`src/rtl/instr_sequencer.sv`:
```
// instr_sequencer: multi-cycle control sequencer for an RV32I core.
// Each instruction is stepped through FETCH, DECODE, EXEC, MEM and WB over a
// shared single-port memory that uses a req/ready handshake.
//
// Parameters
//   MEM_TIMEOUT  max consecutive wait cycles per memory request (0 = no timeout)
//   CNT_W        width of the retired-instruction counter
// Inputs
//   clk, rst_n         clock (rising edge), asynchronous active-low reset
//   instr              instruction register contents, valid from DECODE onward
//   mem_ready          memory completes the current request this cycle
//   branch_taken       comparator result, used in EXEC for branches
// Outputs
//   mem_req, mem_we, addr_sel          memory request, store, address source
//   ir_en, pc_en, pc_src               IR latch, PC update and PC source
//   reg_we, wb_sel                     register write enable and source
//   alu_a_sel, alu_b_sel, imm_sel      ALU operand muxes, immediate format
//   trap, trap_cause                   sticky fault flag and its cause
//   instret                            retired-instruction count
module instr_sequencer #(
  parameter int unsigned MEM_TIMEOUT = 255,
  parameter int unsigned CNT_W       = 32
) (
  input  logic             clk,
  input  logic             rst_n,
  input  logic [31:0]      instr,
  input  logic             mem_ready,
  input  logic             branch_taken,
  output logic             mem_req,
  output logic             mem_we,
  output logic             addr_sel,
  output logic             ir_en,
  output logic             pc_en,
  output logic [1:0]       pc_src,
  output logic             reg_we,
  output logic [1:0]       wb_sel,
  output logic             alu_a_sel,
  output logic             alu_b_sel,
  output logic [2:0]       imm_sel,
  output logic             trap,
  output logic [1:0]       trap_cause,
  output logic [CNT_W-1:0] instret
);

  typedef enum logic [2:0] {
    StRst, StFetch, StDecode, StExec, StMem, StWb, StTrap
  } state_e;

  typedef enum logic [3:0] {
    OpIllegal, OpReg, OpImm, OpLoad, OpStore, OpBranch, OpLui, OpAuipc, OpJal, OpJalr
  } op_e;

  localparam logic [31:0] WaitLast  = 32'(MEM_TIMEOUT - 1);
  localparam bit          TimeoutEn = (MEM_TIMEOUT != 0);

  localparam logic [1:0] CauseNone    = 2'd0;
  localparam logic [1:0] CauseIllegal = 2'd1;
  localparam logic [1:0] CauseTimeout = 2'd2;

  state_e             state_q, state_d;
  op_e                op_q, op_d;
  logic               shamt_q, shamt_d;
  logic [31:0]        wait_q, wait_d;
  logic [1:0]         cause_q, cause_d;
  logic [CNT_W-1:0]   instret_q, instret_d;

  op_e                dec_op;
  logic               dec_shamt;
  op_e                cur_op;
  logic               cur_shamt;
  logic               timeout;
  logic               retire;
  logic               show_dec;

  // Only opcode and funct3 steer control; the remaining IR bits feed the datapath.
  logic unused_instr;
  assign unused_instr = ^{instr[31:15], instr[11:7]};

  // Opcode decode of the live IR.
  always_comb begin
    dec_op = OpIllegal;
    unique case (instr[6:0])
      7'b0110011: dec_op = OpReg;
      7'b0010011: dec_op = OpImm;
      7'b0000011: dec_op = OpLoad;
      7'b0100011: dec_op = OpStore;
      7'b1100011: dec_op = OpBranch;
      7'b0110111: dec_op = OpLui;
      7'b0010111: dec_op = OpAuipc;
      7'b1101111: dec_op = OpJal;
      7'b1100111: dec_op = OpJalr;
      default:    dec_op = OpIllegal;
    endcase
    dec_shamt = (instr[14:12] == 3'b001) || (instr[14:12] == 3'b101);
  end

  // DECODE uses the live decode; later states use the copy latched at its end.
  assign cur_op    = (state_q == StDecode) ? dec_op : op_q;
  assign cur_shamt = (state_q == StDecode) ? dec_shamt : shamt_q;
  assign show_dec  = (state_q == StDecode) || (state_q == StExec) ||
                     (state_q == StMem)    || (state_q == StWb);
  assign timeout   = TimeoutEn && !mem_ready && (wait_q == WaitLast);

  // Next-state logic.
  always_comb begin
    state_d   = state_q;
    op_d      = op_q;
    shamt_d   = shamt_q;
    wait_d    = wait_q;
    cause_d   = cause_q;
    instret_d = instret_q;
    retire    = 1'b0;
    case (state_q)
      StRst: begin
        state_d = StFetch;
        wait_d  = '0;
      end
      StFetch: begin
        if (mem_ready) begin
          state_d = StDecode;
        end else if (timeout) begin
          state_d = StTrap;
          cause_d = CauseTimeout;
        end else begin
          wait_d = wait_q + 32'd1;
        end
      end
      StDecode: begin
        op_d    = dec_op;
        shamt_d = dec_shamt;
        if (dec_op == OpIllegal) begin
          state_d = StTrap;
          cause_d = CauseIllegal;
        end else begin
          state_d = StExec;
        end
      end
      StExec: begin
        if ((op_q == OpLoad) || (op_q == OpStore)) begin
          state_d = StMem;
          wait_d  = '0;
        end else if (op_q == OpBranch) begin
          state_d = StFetch;
          wait_d  = '0;
          retire  = 1'b1;
        end else begin
          state_d = StWb;
        end
      end
      StMem: begin
        if (mem_ready) begin
          if (op_q == OpLoad) begin
            state_d = StWb;
          end else begin
            state_d = StFetch;
            wait_d  = '0;
            retire  = 1'b1;
          end
        end else if (timeout) begin
          state_d = StTrap;
          cause_d = CauseTimeout;
        end else begin
          wait_d = wait_q + 32'd1;
        end
      end
      StWb: begin
        state_d = StFetch;
        wait_d  = '0;
        retire  = 1'b1;
      end
      StTrap:  state_d = StTrap;
      default: state_d = StRst;
    endcase
    if (retire) begin
      instret_d = instret_q + CNT_W'(1);
    end
  end

  always_ff @(posedge clk or negedge rst_n) begin
    if (!rst_n) begin
      state_q   <= StRst;
      op_q      <= OpIllegal;
      shamt_q   <= 1'b0;
      wait_q    <= '0;
      cause_q   <= CauseNone;
      instret_q <= '0;
    end else begin
      state_q   <= state_d;
      op_q      <= op_d;
      shamt_q   <= shamt_d;
      wait_q    <= wait_d;
      cause_q   <= cause_d;
      instret_q <= instret_d;
    end
  end

  // Outputs: functions of the registered state and decode; only ir_en and pc_en
  // look at mem_ready, and only in a memory completion cycle.
  always_comb begin
    mem_req   = 1'b0;
    mem_we    = 1'b0;
    addr_sel  = 1'b0;
    ir_en     = 1'b0;
    pc_en     = 1'b0;
    pc_src    = 2'd0;
    reg_we    = 1'b0;
    wb_sel    = 2'd0;
    alu_a_sel = 1'b0;
    alu_b_sel = 1'b0;
    imm_sel   = 3'd0;
    case (state_q)
      StFetch: begin
        mem_req = 1'b1;
        ir_en   = mem_ready;
      end
      StExec: begin
        pc_en = (op_q == OpBranch);
      end
      StMem: begin
        mem_req  = 1'b1;
        addr_sel = 1'b1;
        mem_we   = (op_q == OpStore);
        pc_en    = mem_ready && (op_q == OpStore);
      end
      StWb: begin
        reg_we = 1'b1;
        pc_en  = 1'b1;
      end
      default: ;
    endcase
    if (show_dec) begin
      alu_a_sel = (cur_op == OpAuipc);
      alu_b_sel = !((cur_op == OpReg) || (cur_op == OpBranch) || (cur_op == OpIllegal));
      case (cur_op)
        OpImm:          imm_sel = cur_shamt ? 3'd5 : 3'd0;
        OpStore:        imm_sel = 3'd1;
        OpBranch:       imm_sel = 3'd2;
        OpLui, OpAuipc: imm_sel = 3'd3;
        OpJal:          imm_sel = 3'd4;
        default:        imm_sel = 3'd0;
      endcase
      case (cur_op)
        OpLoad:        wb_sel = 2'd1;
        OpJal, OpJalr: wb_sel = 2'd2;
        OpLui:         wb_sel = 2'd3;
        default:       wb_sel = 2'd0;
      endcase
      if ((state_q == StExec) && (cur_op == OpBranch)) begin
        pc_src = {1'b0, branch_taken};
      end else if (cur_op == OpJal) begin
        pc_src = 2'd1;
      end else if (cur_op == OpJalr) begin
        pc_src = 2'd2;
      end else begin
        pc_src = 2'd0;
      end
    end
  end

  assign trap       = (state_q == StTrap);
  assign trap_cause = cause_q;
  assign instret    = instret_q;

endmodule

```
`config.mk`:
```
export PLATFORM = sky130hd
export DESIGN_NAME = instr_sequencer
export DESIGN_NICKNAME = d
export VERILOG_FILES = /design/src/rtl/instr_sequencer.sv
export SDC_FILE = /design/constraint.sdc
export NUM_CORES = 1
export LEC_CHECK = 0
export ABC_AREA = 1
export BUFFER_PORTS_ARGS = -buffer_cell sky130_fd_sc_hd__buf_2
export CAP_MARGIN = 20
export CORE_UTILIZATION = 48
export CTS_BUF_LIST = sky130_fd_sc_hd__clkbuf_16
export DETAILED_ROUTE_END_ITERATION = 6
export PLACE_DENSITY = 0.72
export SETUP_SLACK_MARGIN = 0.4
export SKIP_CTS_REPAIR_TIMING = 1
export SLEW_MARGIN = 20
export SYNTH_ARGS = -nofsm -noshare
export SYNTH_HDL_FRONTEND = slang
export SYNTH_SLANG_ARGS = --single-unit
```
`constraint.sdc`:
```
create_clock -name clk -period 1.6 [get_ports clk]
set_input_delay 0.08 -clock clk [delete_from_list [all_inputs] [get_ports clk]]
set_output_delay 0.08 -clock clk [all_outputs]
set_load 0.005 [all_outputs]
```
==> results.txt, run 1 <==
core area: 11400 sq um
Lkg Pwr: 0.00362 uW
Ant. Diodes: 0
GRT Util Overall: 27.1%
minimum clock period: 1.98 ns
pin count of the biggest net entering global routing: 45
total number of vias: 6306
Crit path largest cell delay: 0.45 ns
Avg Cell Area, Syn: 6.21 sq um
post-route ant nets: 0
Worst slew margin: 72.9%
CP Class: register to output pin
Post-Syn Instances: 900
Post-Route WL: 16400 um
Buffers on Ports: 62
CP startpoint: state_q[0]
Worst VDD drop: 0.951 mV
worst reg2reg startpoint: state_q[2]
crit-path max FO: 8
Hold/Removal Path Class: primary input to register
worst path required time: 1.52 ns
CP arrival: 1.90 ns
Worst-path clk slew: 0.06 ns
Avg Vias per Cell: 5.28
full die area: 12100 sq um
most used cell, CP: nand2_2
Core Util, Final: 65.6%
Final setup viols: 43
total grt overflow: 0
initial drt markers: 441
status: finished with violations
failing checks: setup timing
Crit-path slowest cell: dfrtp_2
DRC: 0
Post-DP Area: 6690 sq um
Worst Setup Slack, final: -0.384 ns
ranking of synthesized cells by area: dfrtp_1 (33%), nand2_1 (22%), nor2_1 (10%)
Yosys top cell area share: 33.1%
achievable frequency: 504 MHz
min-delay src: instr[12]
Final Cycle Share: 124%
routed wire length per instance: 13.7 um
first-pass GRT wire length: 25300 um
CTS root buf: clkbuf_16
RSZ-0062 raised after global routing: true
IO Pins: 86
nature of the critical path startpoint: register
critical path, cell by cell: inv_2 -> nand2_2 -> nor2_4 -> inv_4 -> o21ai_4 -> and2_4 -> nand2_2 -> a21oi_2 -> buf_2
Yosys reg bits: 74
Starting Density: 49.2%
worst clock skew: 0.00842 ns
Final Instance Area: 7460 sq um
Slew Limit Fails: 0
placement row count: 39
area grow syn2layout: 33.4%
worst hold margin: 0.0255 ns
share of layout cells above drive strength 1: 28.5%
H-Tree Depth: 3
synth warn: 0
worst skew pair latency: 0.34 ns
actual slew at the worst max-slew pin: 0.406 ns
Longest Clk Path Bufs: 2
GP Congestion: 0.989
Cell Area, Synth: 5590 sq um
Pwr Density: 1140 nW/um^2
die height: 110 um
fin nets: 1087
number of global-route vias before repair: 5339
Sink Count: 74
syn_nets: 939
CTS tree: done
post-synth top area cell: dfrtp_1
Distinct cells, synth: 38
initial antenna violation count: 0
sequential area share after synthesis: 33.1%
Worst Setup End Kind: output pin
dpl ws: -0.102 ns
Post-DP HPWL: 12200 um
maximum capacitance violations: 0
clock buffer count from CTS: 9
final hold vios: 0
Die W: 110 um
TritonRoute pass-1 iters: 6
logic make-up (layout without fill, tap and decap cells):
logic type / after synthesis / in the layout / synth area share [%]
buffers and inverters: 111 / 262 / 8.26
AND/OR/NAND/NOR: 627 / 628 / 47.9
AO/OA/AOI/OAI: 55 / 55 / 5.37
adder cells (fa/ha/maj): 3 / 3 / 0.671
flip-flops: 74 / 74 / 33.1
XOR/XNOR: 30 / 30 / 4.70
state kept, by name, indices dropped and copies added, names as in the netlist:
register and cells:
instret 32, wait_q 32, op_q 4, state_q 3, trap_cause 2, shamt_q 1
power breakdown:
group | switching [uW] | internal, uW
clock | 799 | 1030
sequential | 328 | 2130
combinational | 2530 | 1700
per-stage QoR:
stage	total power, uW	std cells	setup TNS (ns)
3_3_place_gp	6060	1157	-0.119
5_1_grt	9070	1195	-11.36
6_report	8520	1195	-5.91
2_1_floorplan	4880	900	0
4_1_cts	7970	1172	-5.52
3_5_place_dp	6120	1157	-1.29
cells in the final DEF (no fill, tap or decap), types with 17 or more instances in the layout:
cell / synthesis / routed
nor2_1: 151 / 123
nand3_1: 72 / 66
buf_4: 1 / 81
buf_2: 7 / 59
nand2_1: 324 / 302
o21ai_0: 29 / 17
nand2_2: 2 / 19
xor2_1: 24 / 24
inv_1: 84 / 76
dfrtp_2: 0 / 20
o21ai_1: 10 / 21
nand4_1: 35 / 35
dfrtp_1: 74 / 54
nor2_2: 4 / 20
layout make-up:
cell class              instances  area, sq um
repair buffers                154         1080
multi-input cells             716         3700
fillers                      1031         3910
clock buffers                   9          225
flip-flops and latches         74         1880
well taps                     143          179
clock inverters                 6         36.3
inverters                      93          359
worst max-delay path: cells and delay by family (launching register included):
kind / cells / cell delay, ns
AND/OR/NAND/NOR: 4 / 0.48
AO/OA/AOI/OAI: 2 / 0.34
flip-flops: 1 / 0.45
buffers and inverters: 3 / 0.28
worst paths after layout:
check,end,slack (ns),depth (start not counted)
worst min-delay path,shamt_q,0.03,3
worst max register to register,wait_q[12],-0.13,9
worst min register to register,instret[5],0.51,1
worst max-delay path,pc_src[0],-0.38,9
max in group asynchronous,wait_q[12],0.85,3
min in group asynchronous,instret[21],0.19,2
layer usage:
layer / routed length, um / vias up / global-route usage [%]
li1: - / 3177 / -
met1: 7540 / 2860 / 39.6
met2: 7510 / 241 / 41.1
met3: 1050 / 28 / 3.32
met4: 282 / 0 / 9.52
met5: 0 / - / 0
cells in the mapped netlist, drive strengths merged:
master	instances
a21boi	1
a21oi	9
and2	1
buf	13
clkbuf	5
dfrtp	74
ha	3
inv	93
nand2	327
nand3	75
nand3b	9
nand4	35
nor2	158
nor3	21
nor4	1
o2111ai	1
o211ai	1
o21a	1
o21ai	41
o21bai	1
xnor2	6
xor2	24
(Power assumes the default switching activity.)
==> run 2, diff against run 1 <==
--- a/config.mk
+++ b/config.mk
@@ -5,13 +5,12 @@
 export SDC_FILE = /design/constraint.sdc
 export NUM_CORES = 1
 export LEC_CHECK = 0
-export ABC_AREA = 1
 export BUFFER_PORTS_ARGS = -buffer_cell sky130_fd_sc_hd__buf_2
 export CAP_MARGIN = 20
-export CORE_UTILIZATION = 48
+export CORE_UTILIZATION = 51
 export CTS_BUF_LIST = sky130_fd_sc_hd__clkbuf_16
 export DETAILED_ROUTE_END_ITERATION = 6
-export PLACE_DENSITY = 0.72
+export PLACE_DENSITY = 0.77
 export SETUP_SLACK_MARGIN = 0.4
 export SKIP_CTS_REPAIR_TIMING = 1
 export SLEW_MARGIN = 20
==> run 2 against run 1 <==
The flow finishes with violations (DRC, setup timing). Total power grew 36%. Design area grew 5.6%. Final cell count shrank 31%. Clock skew grew 0.0051 ns. Via count shrank 1.1%. Critical path depth shrank 1. Utilization grew 29 points. Sequential power shrank 8.9%. Fmax shrank 23%. Synthesized cell count shrank 46%.
==> results.txt, run 2 <==
status: finished with violations
failing checks: DRC, setup timing
Avg Cell Area, Syn: 9.23 sq um (+49%)
die height: 95.5 um (-13%)
area grow syn2layout: 76.6%
crit path buf inv count: 3 (unchanged)
total grt overflow: 0 (unchanged)
first-pass GRT wire length: 22500 um (-11%)
Post-DP HPWL: 9800 um (-20%)
final hold vios: 0 (unchanged)
worst clock skew: 0.0136 ns (+0.00513 ns)
Buffers on Ports: 62 (unchanged)
fin nets: 755 (-31%)
Crit path largest cell delay: 0.51 ns (+0.06 ns)
full die area: 9120 sq um (-25%)
worst skew pair latency: 0.36 ns (+0.02 ns)
non-filler cells, final: 826 (-31%)
Worst VDD drop: 1.46 mV (+54%)
Die W: 95.5 um (-13%)
most common cell after layout, fill and taps aside: buf_4
achievable frequency: 389 MHz (-23%)
H-Tree Depth: 3 (unchanged)
DRC: 14 (+14)
Final Cycle Share: 160% (+37 points)
post-synth top area cell: dfrtp_1
Worst Setup Slack, final: -0.968 ns (-0.584 ns)
CP Class: register to register
Yosys top cell area share: 41.5% (+8.4 points)
routed wire length per instance: 29.8 um (+120%)
Post-synth ARST share: 100% (unchanged)
Synth Flop Type: dfrtp_1
Final setup viols: 86 (+100%)
CTS tree: done
Ant. Diodes: 0 (unchanged)
Avg Vias per Cell: 7.55 (+43%)
placement row count: 33 (-15%)
ranking of synthesized cells by area: dfrtp_1 (42%), xnor2_1 (6.5%), nand4_1 (5.1%)
CP arrival: 2.78 ns (+0.88 ns)
Starting Density: 53.5% (+4.3 points)
critical path's top delay family: simple AND/OR/NAND/NOR gates
Post-DP Area: 6080 sq um (-9.1%)
Synth top cells by count: dfrtp_1 (74), nand4_1 (36), xnor2_1 (33)
GP Congestion: 0.934 (-5.6%)
Worst-path clk slew: 0.08 ns (+0.02 ns)
nature of the critical path startpoint: register
Distinct cells, synth: 69 (+82%)
worst path required time: 1.81 ns (+0.29 ns)
Post-Syn Instances: 483 (-46%)
Worst slew margin: 58.7% (-14 points)
share of layout cells above drive strength 1: 59.8% (+31 points)
Post-Place Cells: 761 (-34%)
setup TNS: -53.64 ns (-47.73 ns)
Yosys reg bits: 74 (unchanged)
CTS root buf: clkbuf_16
RSZ-0062 raised after global routing: true
total number of vias: 6237 (-1.1%)
syn_nets: 522 (-44%)
Worst Setup End Kind: register
IO Pins: 86 (unchanged)
pin count of the biggest net entering global routing: 39 (-13%)
Hold/Removal Path Class: primary input to register
TritonRoute pass-1 iters: 7 (+1)
actual slew at the worst max-slew pin: 0.614 ns (+0.208 ns)
Final Power: 11600 uW (+36%)
most frequent cell after synthesis: dfrtp_1
crit-path max FO: 6 (-2)
initial drt markers: 924 (+110%)
clock buffer count from CTS: 9 (unchanged)
Sink Count: 74 (unchanged)
most frequent cells in the layout: buf_4 (138), dfrtp_1 (67), buf_2 (60)
initial antenna violation count: 1 (+1)
post-route ant nets: 0 (unchanged)
Slew Limit Fails: 0 (unchanged)
Pwr Density: 1470 nW/um^2 (+29%)
minimum clock period: 2.57 ns (+0.584 ns)
Lkg Pwr: 0.00341 uW (-5.7%)
sequential area share after synthesis: 41.5% (+8.4 points)
number of global-route vias before repair: 4643 (-13%)
core area: 8340 sq um (-27%)
synth warn: 0 (unchanged)
Post-Route WL: 24600 um (+50%)
Final Instance Area: 7880 sq um (+5.6%)
maximum capacitance violations: 0 (unchanged)
Crit-path slowest cell: dfrtp_1
dpl ws: -0.544 ns (-0.442 ns)
GRT Util Overall: 32.4% (+5.3 points)
critical path, cell by cell: and4bb_2 -> nand4_1 -> nor4_4 -> buf_4 -> buf_8 -> buf_4 -> nor4_4 -> o21ai_1
Cell Area, Synth: 4460 sq um (-20%)
Post-synth EDFFs: 0 (unchanged)
Longest Clk Path Bufs: 2 (unchanged)
==> run 2: report_power, final <==
| group | switching [uW] | internal [uW] | leakage (uW) | total [uW] |
|---|---|---|---|---|
| registers | 192 | 2050 | 0.000995 | 2240 |
| clock network | 1000 | 1390 | 0.000161 | 2390 |
| logic | 3840 | 3100 | 0.00226 | 6940 |
==> run 2: cells by family (layout without fill, tap and decap cells) <==
| group | count (synthesis) | after routing | synth area share (%) |
|---|---|---|---|
| AOI/OAI and AO/OA | 106 | 106 | 16.5 |
| xor gates and xnor gates | 37 | 37 | 7.27 |
| adders and majority gates | 3 | 3 | 0.842 |
| buffers and inverters | 48 | 285 | 4.49 |
| DFF | 74 | 74 | 41.5 |
| muxes | 3 | 3 | 0.701 |
| and+or+nand+nor | 212 | 213 | 28.6 |
==> run 2: final cells by class <==
type | count | area (sq um)
Clock buffer | 9 | 225
Timing Repair Buffer | 252 | 2050
Sequential cell | 74 | 1860
Tap cell | 105 | 131
Inverter | 17 | 70.1
Multi-Input combinational cell | 362 | 3430
Fill cell | 215 | 464
Clock inverter | 7 | 103
==> run 2: metrics by stage <==
stage	util [%]	hold slack (ns)
detailed placement	72.9	0.0969
global route	94.4	0.0308
global placement	72.9	0.0860
finish	94.4	0.0402
CTS	76.9	-0.270
floorplan	-	-0.216
==> run 2: layer usage <==
metal	share of wire, %	up-vias	track usage (%)
met5	0.17	-	0
met4	10	2	14.2
met3	13	280	6.14
met2	44	720	53.7
met1	33	2916	41.3
li1	-	2319	-
==> run 2: final timing paths <==
path / from / end / slack (ns) / depth (start not counted)
max reg2reg: wait_q[14] / wait_q[11] / -0.97 / 8
max: wait_q[14] / wait_q[11] / -0.97 / 8
min: instr[13] / shamt_q / 0.04 / 3
max in group asynchronous: rst_n / instret[3] / 0.69 / 3
min reg2reg: instret[31] / instret[31] / 0.47 / 1
min in group asynchronous: rst_n / state_q[0] / 0.26 / 2
==> run 2: worst reg2reg max path, cell delays in order (launching register included) <==
cell      delay (ns)
dfrtp_1         0.51
and4bb_2        0.40
nand4_1         0.19
nor4_4          0.41
buf_4           0.22
buf_8           0.15
buf_4           0.13
nor4_4          0.04
o21ai_1         0.36
==> run 3, diff against run 2 <==
--- a/config.mk
+++ b/config.mk
@@ -13,7 +13,7 @@
 export PLACE_DENSITY = 0.77
 export SETUP_SLACK_MARGIN = 0.4
 export SKIP_CTS_REPAIR_TIMING = 1
-export SLEW_MARGIN = 20
+export SKIP_LAST_GASP = 1
 export SYNTH_ARGS = -nofsm -noshare
 export SYNTH_HDL_FRONTEND = slang
 export SYNTH_SLANG_ARGS = --single-unit
==> run 3 against run 2 <==
The run ends with setup timing left. Via count up 2.0%. Fmax down 4.7%. Sequential cell count unchanged. Hold slack better by 0.082 ns. Non-clock buffer count unchanged. Utilization down 0.84 points. Register-to-register slack better by 0.13 ns. Clock skew down 0.0053 ns. Sequential power about the same. Routed wire length up 4.2%. Largest power group unchanged.
==> results.txt, run 3 (synthesis results as in run 2) <==
initial drt markers: 1133 (+23%)
Worst Setup End Kind: output pin
Final Instance Area: 7810 sq um (-0.89%)
achievable frequency: 371 MHz (-4.7%)
H-Tree Depth: 3 (unchanged)
full die area: 9120 sq um (unchanged)
routed wire length per instance: 30.9 um (+4.0%)
final hold vios: 0 (unchanged)
Hold/Removal Path Class: primary input to register
CP Class: register to output pin
Hold Path Depth: 3 (unchanged)
Critical R2R Capture: wait_q[31]
worst path required time: 1.52 ns (-0.29 ns)
die height: 95.5 um (unchanged)
status: finished with violations
total number of vias: 6364 (+2.0%)
Net Sw Power: 5040 uW (+0.13%)
pin count of the biggest net entering global routing: 39 (unchanged)
Post-DP HPWL: 9800 um (unchanged)
Logic pwr share: 59.8% (-0.2 points)
total grt overflow: 0 (unchanged)
Slew Limit Fails: 0 (unchanged)
clock buffer count from CTS: 9 (unchanged)
WHS Endpoint: shamt_q
fin nets: 755 (unchanged)
RSZ-0062 raised after global routing: true
min-delay src: instr[13]
Worst slew margin: 60.5% (+1.8 points)
Die W: 95.5 um (unchanged)
Sink Count: 74 (unchanged)
Buffers on Ports: 62 (unchanged)
most common cell after layout, fill and taps aside: buf_4
core area: 8340 sq um (unchanged)
dpl ws: -0.544 ns (unchanged)
most frequent cells in the layout: buf_4 (142), dfrtp_1 (67), buf_2 (61)
Longest Clk Path Bufs: 2 (unchanged)
maximum capacitance violations: 0 (unchanged)
Starting Density: 53.5% (unchanged)
CP arrival: 2.61 ns (-0.17 ns)
Lkg Pwr: 0.00339 uW (-0.53%)
R2R depth: 9 (+1)
Post-DP Area: 6080 sq um (unchanged)
actual slew at the worst max-slew pin: 0.593 ns (-0.0215 ns)
Final setup viols: 88 (+2.3%)
Worst Setup Slack, final: -1.09 ns (-0.126 ns)
Pint: 6450 uW (-1.2%)
failing checks: setup timing
IO Pins: 86 (unchanged)
nature of the critical path startpoint: register
crit-path max FO: 6 (unchanged)
Final Cycle Share: 168% (+7.9 points)
number of global-route vias before repair: 4643 (unchanged)
flop2flop setup slack: -0.84 ns (+0.13 ns)
first-pass GRT wire length: 22500 um (unchanged)
worst skew pair latency: 0.36 ns (about the same)
CTS tree: done
minimum clock period: 2.69 ns (+0.126 ns)
CTS root buf: clkbuf_16
post-route ant nets: 0 (unchanged)
GRT Util Overall: 32.4% (unchanged)
TritonRoute pass-1 iters: 7 (unchanged)
DRC: 0 (-14)
worst clock skew: 0.00827 ns (-0.00529 ns)
Worst-path clk slew: 0.07 ns (about the same)
Pwr Density: 1470 nW/um^2 (+0.27%)
Post-Route WL: 25600 um (+4.2%)
placement row count: 33 (unchanged)
Worst VDD drop: 1.07 mV (-27%)
initial antenna violation count: 4 (+3)
GP Congestion: 0.934 (unchanged)
sw frac: 43.9% (+0.33 points)
Core Util, Final: 93.6% (-0.84 points)
area grow syn2layout: 75.1%
part of the power in registers: 19.7% (+0.3 points)
Clk pwr share: 20.5% (about the same)
Avg Vias per Cell: 7.69 (+1.8%)
worst reg2reg startpoint: state_q[1]
share of layout cells above drive strength 1: 58.5% (-1.2 points)
run 3: changes by cell type in the layout (fill, tap and decap cells not counted), moves of 2 or more:
cell and change:
buf_4 +4, nand3_2 -2, nand2_2 -3, buf_6 -4
diode_2 +2, nand3_1 +2, nand2_1 +3
run 3: stage by stage:
stage	hold slack, ns	instances	power (uW)	setup TNS, ns
floorplan	-0.216	483	4330	-13.83
global placement	0.0860	761	5870	-24.17
detailed placement	0.0969	761	6000	-28.00
CTS	-0.270	777	8250	-32.73
global route	0.136	827	11700	-58.82
finish	0.122	828	11500	-55.61
run 3: routing by layer:
metal	vias to the layer above	GRT usage [%]	routed length [um]
met4	4	14.2	2810
met1	2908	41.3	8110
met2	810	53.7	10900
met5	-	0	32
li1	2316	-	-
met3	326	6.14	3720
run 3: worst max-delay path, cell delays in order, from the launching register on:
cell and delay, ns:
dfrtp_2 0.46, or3b_4 0.48, nor3_1 0.35, a22oi_2 0.18, clkinv_2 0.14, buf_6 0.11
nand2_1 0.09, nor3_1 0.25, buf_2 0.19
run 3: worst max-delay path by stage:
stage,slack [ns],endpoint,from
3_3_place_gp,-0.49,imm_sel[2],state_q[0]
2_1_floorplan,-0.49,wait_q[24],op_q[3]
6_report,-1.09,alu_a_sel,state_q[0]
5_1_grt,-1.30,alu_a_sel,state_q[0]
4_1_cts,-0.90,imm_sel[2],state_q[0]
3_5_place_dp,-0.54,wait_q[1],wait_q[16]
run 3: layout make-up:
type,instances,area [sq um]
Multi-Input combinational cell,362,3380
Timing Repair Buffer,252,2030
Clock inverter,7,103
Sequential cell,74,1860
Tap cell,105,131
Fill cell,233,534
Antenna cell,2,5.00
Clock buffer,9,225
Inverter,17,70.1
run 3: power groups by stage:
stage          clock (uW)  combinational, uW  sequential [uW]
2_1_floorplan           0               2090             2240
3_3_place_gp            0               3670             2200
3_5_place_dp            0               3790             2220
4_1_cts              2250               3820             2190
5_1_grt              2440               7040             2260
6_report             2360               6870             2260
